==> src/rtl/emergency_preempt.sv <==
// Emergency vehicle preemption controller.
// On a request, the controller runs one approach through all-red clearance, an
// emergency green and a yellow, then returns to idle or serves the next request.
// Optional build macro: EMER_LATCH_EN. When it is defined, request pulses are held
// in sticky pending bits. When it is undefined, pending follows the live emer_req.
module emergency_preempt #(
    parameter int unsigned NUM_CH    = 4,
    parameter int unsigned CNT_W     = 8,
    parameter int unsigned CLR_TIME  = 1,
    parameter int unsigned HOLD_TIME = 30,
    parameter int unsigned YEL_TIME  = 2
) (
    input  logic                      clk,
    input  logic                      reset,
    input  logic                      tick,
    input  logic [NUM_CH-1:0]         emer_req,
    output logic [NUM_CH-1:0]         red,
    output logic [NUM_CH-1:0]         yel,
    output logic [NUM_CH-1:0]         grn,
    output logic                      busy,
    output logic [$clog2(NUM_CH)-1:0] active_ch
);

    localparam int unsigned CH_W = $clog2(NUM_CH);
    localparam logic [CNT_W-1:0] CLR_LAST  = CNT_W'(CLR_TIME - 1);
    localparam logic [CNT_W-1:0] HOLD_LAST = CNT_W'(HOLD_TIME - 1);
    localparam logic [CNT_W-1:0] YEL_LAST  = CNT_W'(YEL_TIME - 1);

    // Sparse encoding so that corrupted state values exist and fall to idle.
    typedef enum logic [2:0] {
        StIdle   = 3'b000,
        StClear  = 3'b001,
        StGreen  = 3'b010,
        StYellow = 3'b100
    } state_t;

    state_t            r_state;
    state_t            w_state_next;
    logic [CNT_W-1:0]  r_cnt;
    logic [CH_W-1:0]   r_active;
    logic [NUM_CH-1:0] w_pend;
    logic [NUM_CH-1:0] w_pend_other;
    logic              w_load;
    logic [CH_W-1:0]   w_load_ch;

    // Lowest-index set bit; fixed priority.
    function automatic logic [CH_W-1:0] lowest(input logic [NUM_CH-1:0] v);
        logic [CH_W-1:0] r;
        r = '0;
        for (int i = int'(NUM_CH) - 1; i >= 0; i--) begin
            if (v[i]) r = CH_W'(i);
        end
        return r;
    endfunction

`ifdef EMER_LATCH_EN
    logic [NUM_CH-1:0] r_pend;
    logic [NUM_CH-1:0] w_load_mask;

    assign w_load_mask = w_load ? (NUM_CH'(1) << w_load_ch) : '0;
    assign w_pend      = r_pend | emer_req;

    // Sticky pending bits, cleared only when the channel is taken into service.
    always_ff @(posedge clk or posedge reset) begin
        if (reset) r_pend <= '0;
        else       r_pend <= w_pend & ~w_load_mask;
    end
`else
    assign w_pend = emer_req;
`endif

    // The channel in service is not a candidate for the follow-on at yellow exit.
    assign w_pend_other = w_pend & ~(NUM_CH'(1) << r_active);

    // State register.
    always_ff @(posedge clk or posedge reset) begin
        if (reset) r_state <= StIdle;
        else       r_state <= w_state_next;
    end

    // Next-state and channel-load decision.
    always_comb begin
        w_state_next = r_state;
        w_load       = 1'b0;
        w_load_ch    = lowest(w_pend);
        case (r_state)
            StIdle: begin
                if (|w_pend) begin
                    w_state_next = StClear;
                    w_load       = 1'b1;
                end
            end
            StClear: begin
                if (tick && r_cnt == CLR_LAST) w_state_next = StGreen;
            end
            StGreen: begin
                if (tick && r_cnt == HOLD_LAST) w_state_next = StYellow;
            end
            StYellow: begin
                if (tick && r_cnt == YEL_LAST) begin
                    if (|w_pend_other) begin
                        w_state_next = StClear;
                        w_load       = 1'b1;
                        w_load_ch    = lowest(w_pend_other);
                    end else begin
                        w_state_next = StIdle;
                    end
                end
            end
            default: w_state_next = StIdle;
        endcase
    end

    // Dwell counter: zero on every state entry and while idle, advances on tick.
    always_ff @(posedge clk or posedge reset) begin
        if (reset) begin
            r_cnt <= '0;
        end else if (w_state_next != r_state || r_state == StIdle) begin
            r_cnt <= '0;
        end else if (tick) begin
            r_cnt <= r_cnt + 1'b1;
        end
    end

    // Channel in service, loaded only when a new sequence starts.
    always_ff @(posedge clk or posedge reset) begin
        if (reset)       r_active <= '0;
        else if (w_load) r_active <= w_load_ch;
    end

    // Lamp decode straight from registered state; everything else stays red.
    always_comb begin
        red = '1;
        yel = '0;
        grn = '0;
        case (r_state)
            StGreen: begin
                red[r_active] = 1'b0;
                grn[r_active] = 1'b1;
            end
            StYellow: begin
                red[r_active] = 1'b0;
                yel[r_active] = 1'b1;
            end
            default: ;
        endcase
    end

    assign busy      = (r_state != StIdle);
    assign active_ch = r_active;

endmodule

==> config.mk <==
export PLATFORM = sky130hd
export DESIGN_NAME = emergency_preempt
export DESIGN_NICKNAME = d
export VERILOG_FILES = /design/src/rtl/emergency_preempt.sv
export SDC_FILE = /design/constraint.sdc
export NUM_CORES = 1
export LEC_CHECK = 0
export ABC_AREA = 1
export ABC_CLOCK_PERIOD_IN_PS = 2000
export CORE_AREA = 2 2 50 52
export DETAILED_ROUTE_END_ITERATION = 7
export DIE_AREA = 0 0 52 54
export PLACE_DENSITY = 0.77
export SYNTH_ARGS = -nofsm -noshare
export SYNTH_HDL_FRONTEND = slang
export SYNTH_SLANG_ARGS = --single-unit
==> constraint.sdc <==
create_clock -name clk -period 2 [get_ports clk]
set_input_delay 0.4 -clock clk [delete_from_list [all_inputs] [get_ports clk]]
set_output_delay 0.4 -clock clk [all_outputs]
set_load 0.005 [all_outputs]
-- Word level (Yosys, flattened, before mapping)
Cells that the tools add are included.
- register bits: 13
- input port bits: 7
- output and inout port bits: 15
- word-level logic and storage cells: 56
- shifts and indexed selects: 1
- bitwise gates (word level): 3
- magnitude comparators: 2
- $add $sub $neg: 1
- eq/ne operators: 6
- muxes and demuxes: 28
- reduce and logical (&&, ||, !) cells: 12
- operator list (kind ; number):
    $mux 2 ; 11
    $mux 8 ; 2
    $mux 3 ; 4
    $mux 4 ; 3
    $pmux 3 s4 ; 1
    $add 8x1->8 const B ; 1
    $eq 8x1->1 const B ; 1
    $eq 8x5->1 const B ; 1
    $logic_not 8->1 ; 1
    $not 4->4 ; 2
    $reduce_or 4->1 ; 2
    $mux 1 ; 5
    $and 4x4->4 ; 1
    $logic_and 1x1->1 ; 4
    $shl 1x2->4 const A ; 1
    $eq 3x1->1 const B ; 1
    $eq 3x2->1 const B ; 1
    $eq 3x3->1 const B ; 1
    $logic_not 3->1 ; 1
    $lt 2x3->1 const B ; 1
    $ne 3x3->1 ; 1
    $reduce_bool 3->1 ; 1
    $demux 1 s2 ; 1
    $ge 2x1->1 const B ; 1
    other kinds (4) ; 4

-- Longest topological paths before layout
- depth after elaboration: 10
- depth in mapped cells: 11
- mapped depth without buffers: 11

-- Worst setup path after synthesis
OpenSTA, ideal clock, no wires.
- path type: reg2reg
- start point: reg r_cnt[1]
- end point: reg r_cnt[0]
- arrival: 1.286 ns
- path buffers: 0
- cell stages (with the launch flop): 8
- library setup time: 0.128 ns
- setup slack: 0.586 ns
- period minus slack after synthesis: 1.414 ns
- required time: 1.872 ns
- cell sequence: dfrtp_1 inv_1 ha_1 nand2_4 nor2_4 nand3_2 a21oi_4 nor3_2
- cells in the longest elaborated chain, start to end: 7
- elaborated cells between the ends (all ways): 14
- those cells by class: eq/ne: 3; mux: 5; reduce/logical: 6
- ends and longest elaborated chain (what ; RTL line ; RTL):
    start, declared ; 39 ; logic [CNT_W-1:0] r_cnt;
    start signal, assigned ; 121 ; r_cnt <= r_cnt + 1'b1;
    $eq 8x1->1, or another cell as far along ; 100 ; if (tick && r_cnt == YEL_LAST) begin
    $logic_and 1x1->1 (on tied branches) ; 100, 94, 97 ;
    $mux 3 (on tied branches) ; 100, 94, 97 ;
    $pmux 3 s4 (*) ; 86 ; case (r_state)
    $ne 3x3->1 (*) ; 118 ; end else if (w_state_next != r_state || r_state == StIdle) begin
    $logic_or 1x1->1 (*) ; 118 ;
    $mux 8 / $reduce_bool 2->1 (equally long branches) ; n/a ;
Mark *: on every way between the ends. The rest lies on a longest branch, timed or not.
A chain may end at the register's enable or synchronous reset.

-- Worst setup path in the final report
- start point: reg r_state[1]
- end point: out yel[3]
- cells in the longest elaborated chain, start to end: 2
- ends and longest elaborated chain (what ; RTL line ; RTL):
    start, declared ; 37 ; state_t r_state;
    start signal, assigned ; 77 ; if (reset) r_state <= StIdle;
    start signal, assigned ; 78 ; else r_state <= w_state_next;
    $eq 3x3->1 ; 136 ; case (r_state)
    $mux 4 ; 136 ;
    end, declared ; 18 ; output logic [NUM_CH-1:0] yel,
No other way between the ends.

==> impl_metrics.ini <==
[outcome]
status = finished, final reports clean

[cts]
holdBufCountCts = 0
cts_tree = yes
root_buffer = clkbuf_4
clockBufferDepth = 2
cts.sinks = 13
cts_buffers = 3
insertion_delay_ps = 280
clk_pin_slew_ps = 80
cts_htree_levels = 1

[drt]
drt_wl_total_um = 2610
drt_iter0_drc = 13
wl_per_cell_um = 11.4
vias_per_cell = 4.87
ant_nets = 0
num_vias = 1116
drc = 0
dr.pass1.iters = 4

[critical_path]
reg2reg_slack_ps = 90
critPathLaunchType = flip-flop
path_buf_inv = 1
r2r_end = r_cnt[6]$_DFFE_PP0P_
cp_slowest_cell = clkdlybuf4s50_1
endpoint_kind = output port
timing.rr.start = r_state[0]$_DFF_PP0_
path_max_fanout = 5
cp_cell_sequence = nor2_4, nand2_4, nor2_2, clkdlybuf4s50_1
slowest_delay_ps = 510
path_class = flip-flop to output port
cp.arrival_ps = 1590
r2r_cells = 12
critPathRequiredTime_ps = 1600
crit_family = buffers and inverters

[floorplanning]
core_mm2 = 0.00232
die_w_um = 52
row_count = 18
die_area_mm2 = 0.00281
start_util_pct = 46.5
dieHeight_um = 54
ios = 22

[yosys]
synthDistinctLibCells = 21
synth.avg_cell_area_um2 = 7.05
syn_inst = 153
synth_top_family_by_area = simple AND/OR/NAND/NOR gates
ys_seq_area_share_pct = 30.2
ys_ff_latch = 13
synth-simple-area-share_pct = 46.1
syn-num-nets = 163
syn_area_mm2 = 0.00108
synth_adder_area_share_pct = 3.48
yosys_warnings = 0
synth_xor_xnor_area_share_pct = 5.68
synthMuxAreaShare_pct = 0
synth_compound_area_share_pct = 4.18

[global_route]
grt_pass1_vias = 1087
use_met3_pct = 1.94
grtUsageMet2_pct = 43.0
grt-busiest-layer = met2
grt_remaining_overflow = 0
grt.total_usage_pct = 20.2
grt_pass1_wl_um = 4220
grt_max_degree = 14
gr-usage-met1_pct = 19.0
antenna_found_initial = 0

[final_layout]
num-nets-final = 210
final_common_cell = nand2_1
final_cell_mix = 35 x nand2_1, 21 x inv_1, 17 x buf_4
fillCellCount = 194
area_growth_pct = 48.8
final_layout_size_suffix_gt1_share_pct = 36.7
antenna_cells = 0

[timing]
slew_viol_final = 0
hold_viol_final = 0
timing.hold.ws_ps = 426
rsz0062_at_grt = true
clock.fmax_mhz = 502
final.min_clock_period_ps = 1990
setup_viol = 0
finalClockSkew_ps = 5.58
worst_pin_slew_ps = 486
fin_crit_sh_pct = 99.7
maxSlewHeadroom_pct = 67.5

[place]
hpwlAfterDp_um = 1770
portBuffers = 21
routabilityCongestion = 0.811

[flow_run]
maxCapViolCount = 0

[hold_path]
min_path_type = primary input to async pin

[pwr]
finalPower_mw = 1.58
p_leak_nw = 0.816
irDropWorstVdd_mv = 0.743
cellPowerDensity_mw_per_mm2 = 985
[report_power, final]
| part | internal, mW | total, mW | switching (mW) |
|---|---|---|---|
| Clock | 0.0776 | 0.168 | 0.0901 |
| Combinational | 0.497 | 1.01 | 0.509 |
| Sequential | 0.318 | 0.407 | 0.0889 |
| Total | 0.893 | 1.58 | 0.688 |
[kinds of logic after synthesis]
| group | after synthesis |
|---|---|
| simple gates | 96 |
| compound gates | 6 |
| flops | 13 |
| buf+inv | 28 |
| xor+xnor | 7 |
| fa+ha+maj | 3 |
[sequential cells by signal, indices dropped and copies added, names as in the netlist]
name	cells
r_state	3
active_ch	2
r_cnt	8
[Yosys cell counts]
master | n | area (um^2)
nand2_1 | 36 | 135
ha_1 | 3 | 37.5
nor2_1 | 26 | 97.6
inv_2 | 5 | 18.8
a21oi_1 | 3 | 15.0
inv_1 | 22 | 82.6
buf_6 | 1 | 11.3
o21ai_0 | 1 | 5.00
nor2_2 | 2 | 12.5
nor3_2 | 9 | 90.1
nand3_1 | 8 | 40.0
a21oi_2 | 1 | 8.76
nand2_4 | 2 | 22.5
nand2_2 | 8 | 50.1
nand3_2 | 1 | 10.0
dfrtp_1 | 13 | 325
nor2_4 | 3 | 33.8
a21oi_4 | 1 | 16.3
nor3_1 | 1 | 5.00
xnor2_1 | 1 | 8.76
xor2_1 | 6 | 52.6
[layer usage]
layer / vias to the layer above / wire [um]
li1: 556 / -
met1: 521 / 976
met2: 30 / 1440
met3: 9 / 122
met4: 0 / 73
met5: - / 0
[what timing repair did]
item                       in CTS  in global routing
pin swaps                       2                  5
setup endpoints to repair      13                 16
buffers inserted               18                  3
gates resized for setup        20                 21
[worst register-to-register path, stage by stage, from the launching register on]
cell and delay, ps:
dfrtp_1 440, nor3_2 240, buf_4 140, buf_4 90, buf_4 90, buf_4 90
buf_4 90, buf_6 80, buf_6 90, nand3_4 70, a21oi_4 200, buf_12 140
nor3_2 40
[metrics by stage]
stage	TNS (ps)	worst slack (ps)	utilization, %	cells	cell area, um^2
finish	0	6.20	69.2	229	1610
global route	-94.3	-59.0	69.2	229	1610
CTS	-82.3	-36.9	65.6	227	1520
detailed placement	0	141	57.3	205	1330
global placement	0	180	57.3	205	1330
floorplan	0	586	-	153	1080
[area by class of cell]
type / count / area, um^2 / area share, %
clock buffer: 4 / 26.3 / 1.64
inverter: 27 / 101 / 6.31
multi-input combinational: 112 / 703 / 43.8
sequential: 13 / 329 / 20.5
tap: 30 / 37.5 / 2.34
timing repair buffer: 43 / 408 / 25.4
[how the worst max path moves through the flow]
stage                         startpoint  slack (ps)  depth (start not counted)                       end
floorplan           r_cnt[1]$_DFFE_PP0P_         590                          7      r_cnt[0]$_DFFE_PP0P_
global placement    r_state[1]$_DFF_PP0_         180                          4                    yel[3]
detailed placement                  tick         140                         10  active_ch[0]$_DFFE_PP0P_
CTS                 r_state[1]$_DFF_PP0_         -40                          4                    yel[0]
global route        r_state[1]$_DFF_PP0_         -60                          4                    yel[3]
finish              r_state[1]$_DFF_PP0_           6                          4                    yel[3]
Power figures use the tool's default switching activity.
